==> src/rtl/sha_msg_sched.sv <==
// SHA-256 multi-block message sequencer: feeds padded blocks to one compression core,
// chains H between blocks and holds the final digest. Optional macro: SHA_SCHED_TIMEOUT_EN.
module sha_msg_sched #(
  parameter int CNT_W       = 16,
  parameter int TIMEOUT_CYC = 256
) (
  input  logic                  clk,
  input  logic                  reset,
  input  logic                  blk_valid,
  output logic                  blk_ready,
  input  logic [0:15][31:0]     blk_data,
  input  logic                  blk_first,
  input  logic                  blk_last,
  output logic                  core_start,
  output logic [0:7][31:0]      core_H_in,
  output logic [0:15][31:0]     core_W,
  input  logic                  core_done,
  input  logic [0:7][31:0]      core_H_out,
  output logic                  dig_valid,
  input  logic                  dig_ready,
  output logic [0:7][31:0]      digest,
  output logic [CNT_W-1:0]      blk_cnt,
  output logic                  busy,
  output logic                  err
);

  localparam logic [0:7][31:0] H0_IV = {
    32'h6a09e667, 32'hbb67ae85, 32'h3c6ef372, 32'ha54ff53a,
    32'h510e527f, 32'h9b05688c, 32'h1f83d9ab, 32'h5be0cd19
  };

  typedef enum logic [1:0] {S_IDLE, S_START, S_WAIT, S_DONE} state_t;

  state_t            state, state_nxt;
  logic [0:7][31:0]  chain;
  logic [0:15][31:0] w_blk;
  logic              msg_open;
  logic              last_blk;
  logic              accept;
  logic              take_blk;
  logic              core_fin;
  logic              timeout;

  // Accept only happens in IDLE because blk_ready is registered from the IDLE decision.
  assign accept   = blk_valid & blk_ready;
  assign take_blk = accept & (blk_first | msg_open);
  assign core_fin = (state == S_WAIT) & core_done;

`ifdef SHA_SCHED_TIMEOUT_EN
  localparam int TW = $clog2(TIMEOUT_CYC + 1);
  logic [TW-1:0] tmo_cnt;

  always_ff @(posedge clk or negedge reset) begin
    if (!reset) begin
      tmo_cnt <= '0;
    end else if (state == S_START) begin
      tmo_cnt <= '0;
    end else if (state == S_WAIT) begin
      tmo_cnt <= tmo_cnt + TW'(1);
    end
  end

  // A core_done arriving on the final counted cycle still completes normally.
  assign timeout = (state == S_WAIT) & ~core_done & (tmo_cnt == TW'(TIMEOUT_CYC - 1));

  always_ff @(posedge clk or negedge reset) begin
    if (!reset) begin
      err <= 1'b0;
    end else if (timeout) begin
      err <= 1'b1;
    end else if (accept & blk_first) begin
      err <= 1'b0;
    end
  end
`else
  assign timeout = 1'b0;
  // Never true; the wait limit only matters in the timeout build.
  assign err     = (TIMEOUT_CYC < 0);
`endif

  always_comb begin
    state_nxt = state;
    case (state)
      S_IDLE:  if (take_blk) state_nxt = S_START;
      S_START: state_nxt = S_WAIT;
      S_WAIT: begin
        if (core_done)    state_nxt = last_blk ? S_DONE : S_IDLE;
        else if (timeout) state_nxt = S_IDLE;
      end
      S_DONE:  if (dig_ready) state_nxt = S_IDLE;
      default: state_nxt = S_IDLE;
    endcase
  end

  // Control outputs are registered from the next state so they are glitch-free and zero in reset.
  always_ff @(posedge clk or negedge reset) begin
    if (!reset) begin
      state      <= S_IDLE;
      blk_ready  <= 1'b0;
      core_start <= 1'b0;
      dig_valid  <= 1'b0;
      busy       <= 1'b0;
      msg_open   <= 1'b0;
      last_blk   <= 1'b0;
      blk_cnt    <= '0;
    end else begin
      state      <= state_nxt;
      blk_ready  <= (state_nxt == S_IDLE);
      core_start <= (state_nxt == S_START);
      dig_valid  <= (state_nxt == S_DONE);
      busy       <= (state_nxt != S_IDLE);
      if (take_blk) begin
        last_blk <= blk_last;
        if (blk_first) begin
          msg_open <= 1'b1;
          blk_cnt  <= '0;
        end
      end
      if (core_fin) begin
        if (blk_cnt != '1) blk_cnt <= blk_cnt + CNT_W'(1);
        if (last_blk)      msg_open <= 1'b0;
      end
      if (timeout) msg_open <= 1'b0;
    end
  end

  always_ff @(posedge clk or negedge reset) begin
    if (!reset) begin
      chain <= '0;
      w_blk <= '0;
    end else begin
      if (take_blk) begin
        w_blk <= blk_data;
        if (blk_first) chain <= H0_IV;
      end
      if (core_fin) chain <= core_H_out;
    end
  end

  assign core_H_in = chain;
  assign core_W    = w_blk;
  assign digest    = chain;

endmodule

==> config.mk <==
export PLATFORM = sky130hd
export DESIGN_NAME = sha_msg_sched
export DESIGN_NICKNAME = d
export VERILOG_FILES = /design/src/rtl/sha_msg_sched.sv
export SDC_FILE = /design/constraint.sdc
export NUM_CORES = 1
export LEC_CHECK = 0
export CAP_MARGIN = 20
export CORE_AREA = 2 2 717 719
export CTS_BUF_LIST = sky130_fd_sc_hd__clkbuf_16
export DETAILED_ROUTE_END_ITERATION = 10
export DIE_AREA = 0 0 719 721
export GPL_TIMING_DRIVEN = 0
export SYNTH_ARGS = -nofsm -noshare
export SYNTH_HDL_FRONTEND = slang
export SYNTH_SLANG_ARGS = --single-unit
==> constraint.sdc <==
create_clock -name clk -period 2.1 [get_ports clk]
set_input_delay 0.315 -clock clk [delete_from_list [all_inputs] [get_ports clk]]
set_output_delay 0.315 -clock clk [all_outputs]
set_load 0.02 [all_outputs]
## Word level (Yosys, flattened, before mapping)

Cells that the tools add are included.

- Flip-flop bits (word level): 792

- Add/sub/neg operators: 1
- Eq/ne operators: 6
- Muxes and demuxes: 16
- Bitwise operators: 4
- Reductions and logical operators: 6

Operator list:

| operator | number |
|---|---|
| 2-to-1 mux 256 bit | 3 |
| 2-to-1 mux 16 bit | 4 |
| adder 16 x 1 -> 16 bit (second input constant) | 1 |
| inequality test 16 bit (second input constant) | 1 |
| 2-to-1 mux 2 bit | 4 |
| one-hot mux 2 bit (4 select lines) | 1 |
| == test 2 bit (second input constant) | 3 |
| nonzero test 2 bit | 3 |
| == test 2 x 1 -> 1 bit (second input constant) | 2 |
| logical NOT 2 bit | 2 |
| 2-to-1 mux 1 bit | 4 |
| AND 1 bit | 3 |
| AND reduction 2 bit | 1 |
| OR 1 bit | 1 |

## Longest topological paths before layout

- Depth in word-level cells: 5
- Gate-level depth with buffers: 7
- Mapped depth without buffers: 6

## Worst setup path before layout

No wires, ideal clock.

- Kind: register -> register
- From: reg blk_cnt[0]
- To: reg blk_cnt[7]
- Library setup time: 124 ps
- Data arrival time: 1839 ps
- Data required time: 1976 ps
- Path slack: 137 ps
- Stages on the path, launching flop included: 8
- Buffers on the path: 1
- Path through: dfrtp_1 > ha_1 > nand4_1 > nor4_4 > a31oi_1 > buf_6 > and3_1 > a211o_1

- Word-level cells in the longest chain between the ends: 3
- Elaborated cells on any way between the ends: 4

RTL lines:

| item | line | source |
|---|---|---|
| start: declaration | 22 | `output logic [CNT_W-1:0] blk_cnt,` |
| start signal: assignment | 120 | `if (blk_cnt != '1) blk_cnt <= blk_cnt + CNT_W'(1);` |
| adder 16 x 1 -> 16 bit / inequality test 16 bit (equally long branches) | 120 |  |
| 2-to-1 mux 16 bit * | 120 |  |
| 2-to-1 mux 16 bit * | 119 | `if (core_fin) begin` |

Mark *: on every way between the ends. The rest lies on a longest branch, timed or not.
A chain may end at the register's enable or synchronous reset.

## Final worst setup path

- From: reg chain, in the netlist core_H_in[181]
- To: out core_H_in[181] (netlist bit)

RTL lines:

| item | line | source |
|---|---|---|
| start: declaration | 35 | `logic [0:7][31:0] chain;` |
| start signal: assignment | 136 | `if (core_fin) chain <= core_H_out;` |
| end: declaration | 15 | `output logic [0:7][31:0] core_H_in,` |

No word-level cell between the ends.

==> metrics.csv <==
stage;metric;value;unit
status;status;complete, but fails checks;
status;violations;hold timing;
route;drt-initial-drc-count;1940;
cells_and_area;layout_common_cells;clkdlybuf4s50_1, dfrtp_1, dlygate4sd3_1;
timing;finalClockSkew;0.0813;ns
setup_path;worstSetupEndpointType;primary output;
timing;setup_violations;0;
setup_path;r2r-end;core_H_in[194];
power;p_sw;61.3;mW
clock_network;clkSlewWorstSetupHoldPaths;0.06;ns
timing;tightest_slew;0.929;ns
setup_path;crit_arrival;1.73;ns
floorplanning;rows;263;
clock_network;cts_root_buffer;clkbuf_16;
global_routing;grt_antenna_before_repair;220;
synthesis;synth_seq_area_share;64.1;%
synthesis;synth_cells;2034;
route;postRouteAntennaNets;0;
power;switching_share;50.5;%
setup_path;required;1.78;ns
setup_path;crit_fanout;3;
timing;relSlewSlack;38.1;%
setup_path;r2r_slack;0.06;ns
setup_path;reg2regPathDepth;6;
cells_and_area;drive_above_1_share;41.8;%
route;drc;0;
power;p_clk_share;16.8;%
timing;hold_slack;-0.0115;ns
global_routing;grt_pass1_vias;30800;
clock_network;clockBufferDepth;4;
synthesis;avgSynthCellArea;15.2;um^2
hold_path;hold_class;in2async;
cells_and_area;layout.nets;5411;
route;wl_per_cell;34.7;um
global_routing;grt.overflow.total;0;
floorplanning;start_util;6.05;%
synthesis;synth_fp_nets;2810;
timing;fin_crit_sh;97.5;%
clock_network;cts_tree;yes;
timing;rsz0062_at_grt;yes;
setup_path;path_cells;clkdlybuf4s15_1;
floorplanning;dieHeight;721;um
synthesis;synth_top_area_share;64.1;%
global_routing;track_usage;14.8;%
setup_path;critPathSlowestCell;dfrtp_1;
setup_path;setup.worst_path.class;reg2out;
power;powerDensity;1780;mW/mm^2
floorplanning;dieWidth;719;um
placed_design;dp_hpwl;361;mm
placed_design;dp.cells;10600;
timing;hold_viol_final;4;
floorplanning;pin_count;1820;
power;comb_power_share;58.8;%
route;totalWireLength;400;mm
synthesis;syn_area;0.0309;mm^2
global_routing;grt_start_max_net_pins;102;
floorplanning;dieArea;0.518;mm^2
power;power_frac_seq;24.4;%
placed_design;placed_area;0.0582;mm^2
setup_path;cpLargestDelayFamily;flip-flops;
timing;slew_viol_final;0;
synthesis;synth_area_leaders;dfrtp_1, mux2_2, buf_4, o22a_1, a22o_1;
clock_network;cts_max_level;3;
clock_network;cts_made_buffers;113;
timing;clock.fmax;0.488;GHz
timing;min_period;2.05;ns
route;vias;30100;
placed_design;gp_congestion;0.957;
cells_and_area;final_cells;11500;
power;p_int;60.1;mW
cells_and_area;final_area;0.0681;mm^2
synthesis;synth-seq-cells;792;
placed_design;port_buffers;1818;
synthesis;yosysWarnings;0;
route;firstDrtPassIters;5;
run;maxCapViolations;0;
power;leakage;28.0;nW
power;ir_drop;0.00118;V
setup_path;setup.worst_path.start;core_H_in[181];
cells_and_area;final_common_cell;clkdlybuf4s50_1;
clock_network;numClockSinks;792;
cells_and_area;n_fill_cell;57500;
global_routing;grt_pass1_wl;470;mm
floorplanning;core;0.511;mm^2
route;via_per_inst;2.60;
setup_path;r2r-start;state[0];
synthesis;yosysTopAreaCell;dfrtp_1;
synthesis;yosysUniqueCellTypes;43;
setup_path;crit_buf_inv;1;
cells_and_area;syn_to_final_growth;120;%
setup_path;start_kind;flop;
setup_path;max_stage_delay;0.47;ns
clock_network;clock_latency;0.90;ns
[per-stage QoR]
stage          total power [mW]  hold WS, ns  worst slack (ns)  util (%)   TNS, ns
6_report                    121      -0.0115            0.0522      13.3         0
5_1_grt                     127      0.00115           -0.0299      13.3   -0.0767
4_1_cts                     125      -0.0201            -0.237      13.2    -16.15
3_5_place_dp                105        0.326             -1.71      11.4  -1126.43
3_3_place_gp                104        0.487            -42.06      11.3         -
2_1_floorplan              52.9       0.0194             0.137         -         0
[sequential cells by signal, indices dropped and copies added (netlist names)]
signal,count
blk_cnt,16
blk_ready,1
busy,1
core_H_in,256
core_W,512
core_start,1
dig_valid,1
last_blk,1
msg_open,1
state,2
[layer usage]
| layer | track usage [%] | up-vias | wire (um) | share of wire [%] |
|---|---|---|---|---|
| li1 | - | 12400 | - | - |
| met1 | 15.5 | 15200 | 142000 | 35 |
| met2 | 23.4 | 1733 | 178000 | 44 |
| met3 | 10.9 | 567 | 65400 | 16 |
| met4 | 4.36 | 146 | 14300 | 3.6 |
| met5 | 0 | - | 931 | 0.23 |
[worst max path at each step]
stage	to	slack [ns]	cells past startpoint
floorplan	blk_cnt[7]	0.14	7
global placement	core_W[75]	-42.06	1
detailed placement	core_H_in[194]	-1.71	7
CTS	core_W[44]	-0.24	1
global route	core_W[66]	-0.03	7
finish	core_H_in[181]	0.05	1
[repair_timing]
action / in CTS / in global routing
setup buffers: 65 / 5
hold buffers: 575 / 1
gates resized for setup: 3705 / 140
pin swaps: 2 / 2
hold endpoints to repair: 822 / 1
gates cloned: 1 / 1
setup endpoints to repair: 1820 / 634
[power groups by stage]
stage	logic (mW)	clock network, mW	registers (mW)
finish	71.3	20.4	29.7
global route	75.2	21.6	30.6
CTS	74.0	21.3	29.8
detailed placement	74.6	0	30.3
global placement	73.6	0	30.4
floorplan	16.5	0	36.4
[cells in the mapped netlist]
library cell	n
mux2_2	513
or2_2	1
nand4_1	6
a21oi_1	7
or4_1	1
inv_1	2
nor4_4	1
and3_1	6
xor2_1	1
ha_1	1
o22ai_1	1
and4_2	1
o21a_1	2
buf_4	257
nor2_1	6
nand2b_1	2
o31ai_1	1
mux2i_1	1
o21ai_0	3
o211ai_1	2
xnor2_1	1
buf_6	2
clkbuf_1	43
and3_2	3
or3_1	1
a21o_1	1
nand3b_1	1
a22o_1	120
and2_1	2
and3b_1	1
o22a_1	136
a31o_2	1
dfrtp_1	792
nand2_1	11
a211o_1	6
nor3b_1	2
buf_2	66
and4_1	1
nor3_1	7
conb_1	1
buf_1	5
nand3_1	11
a31oi_1	5
[layout make-up]
cell class	instances	area (um^2)	share of cell area, %
well taps	6757	8450	12.4
repair buffers	2491	24300	35.7
flip-flops and latches	792	20000	29.3
clock inverters	89	933	1.37
inverters	2	7.51	0.0110
clock buffers	113	2830	4.15
multi-input cells	867	8690	12.8
diodes	61	153	0.224
plain buffers	368	2750	4.04
[kinds of logic (layout without fill, tap and decap cells)]
logic type      Yosys count  count (layout)  share of synthesized area [%]
xor+xnor                  2               2                         0.0567
buf+inv                 375            3063                           7.99
other cells               1              62                         0.0121
compound gates          285             285                           7.88
mux                     514             514                           18.7
flops                   792             792                           64.1
fa+ha+maj                 1               1                         0.0405
simple gates             64              64                           1.19
Power figures use the tool's default switching activity.
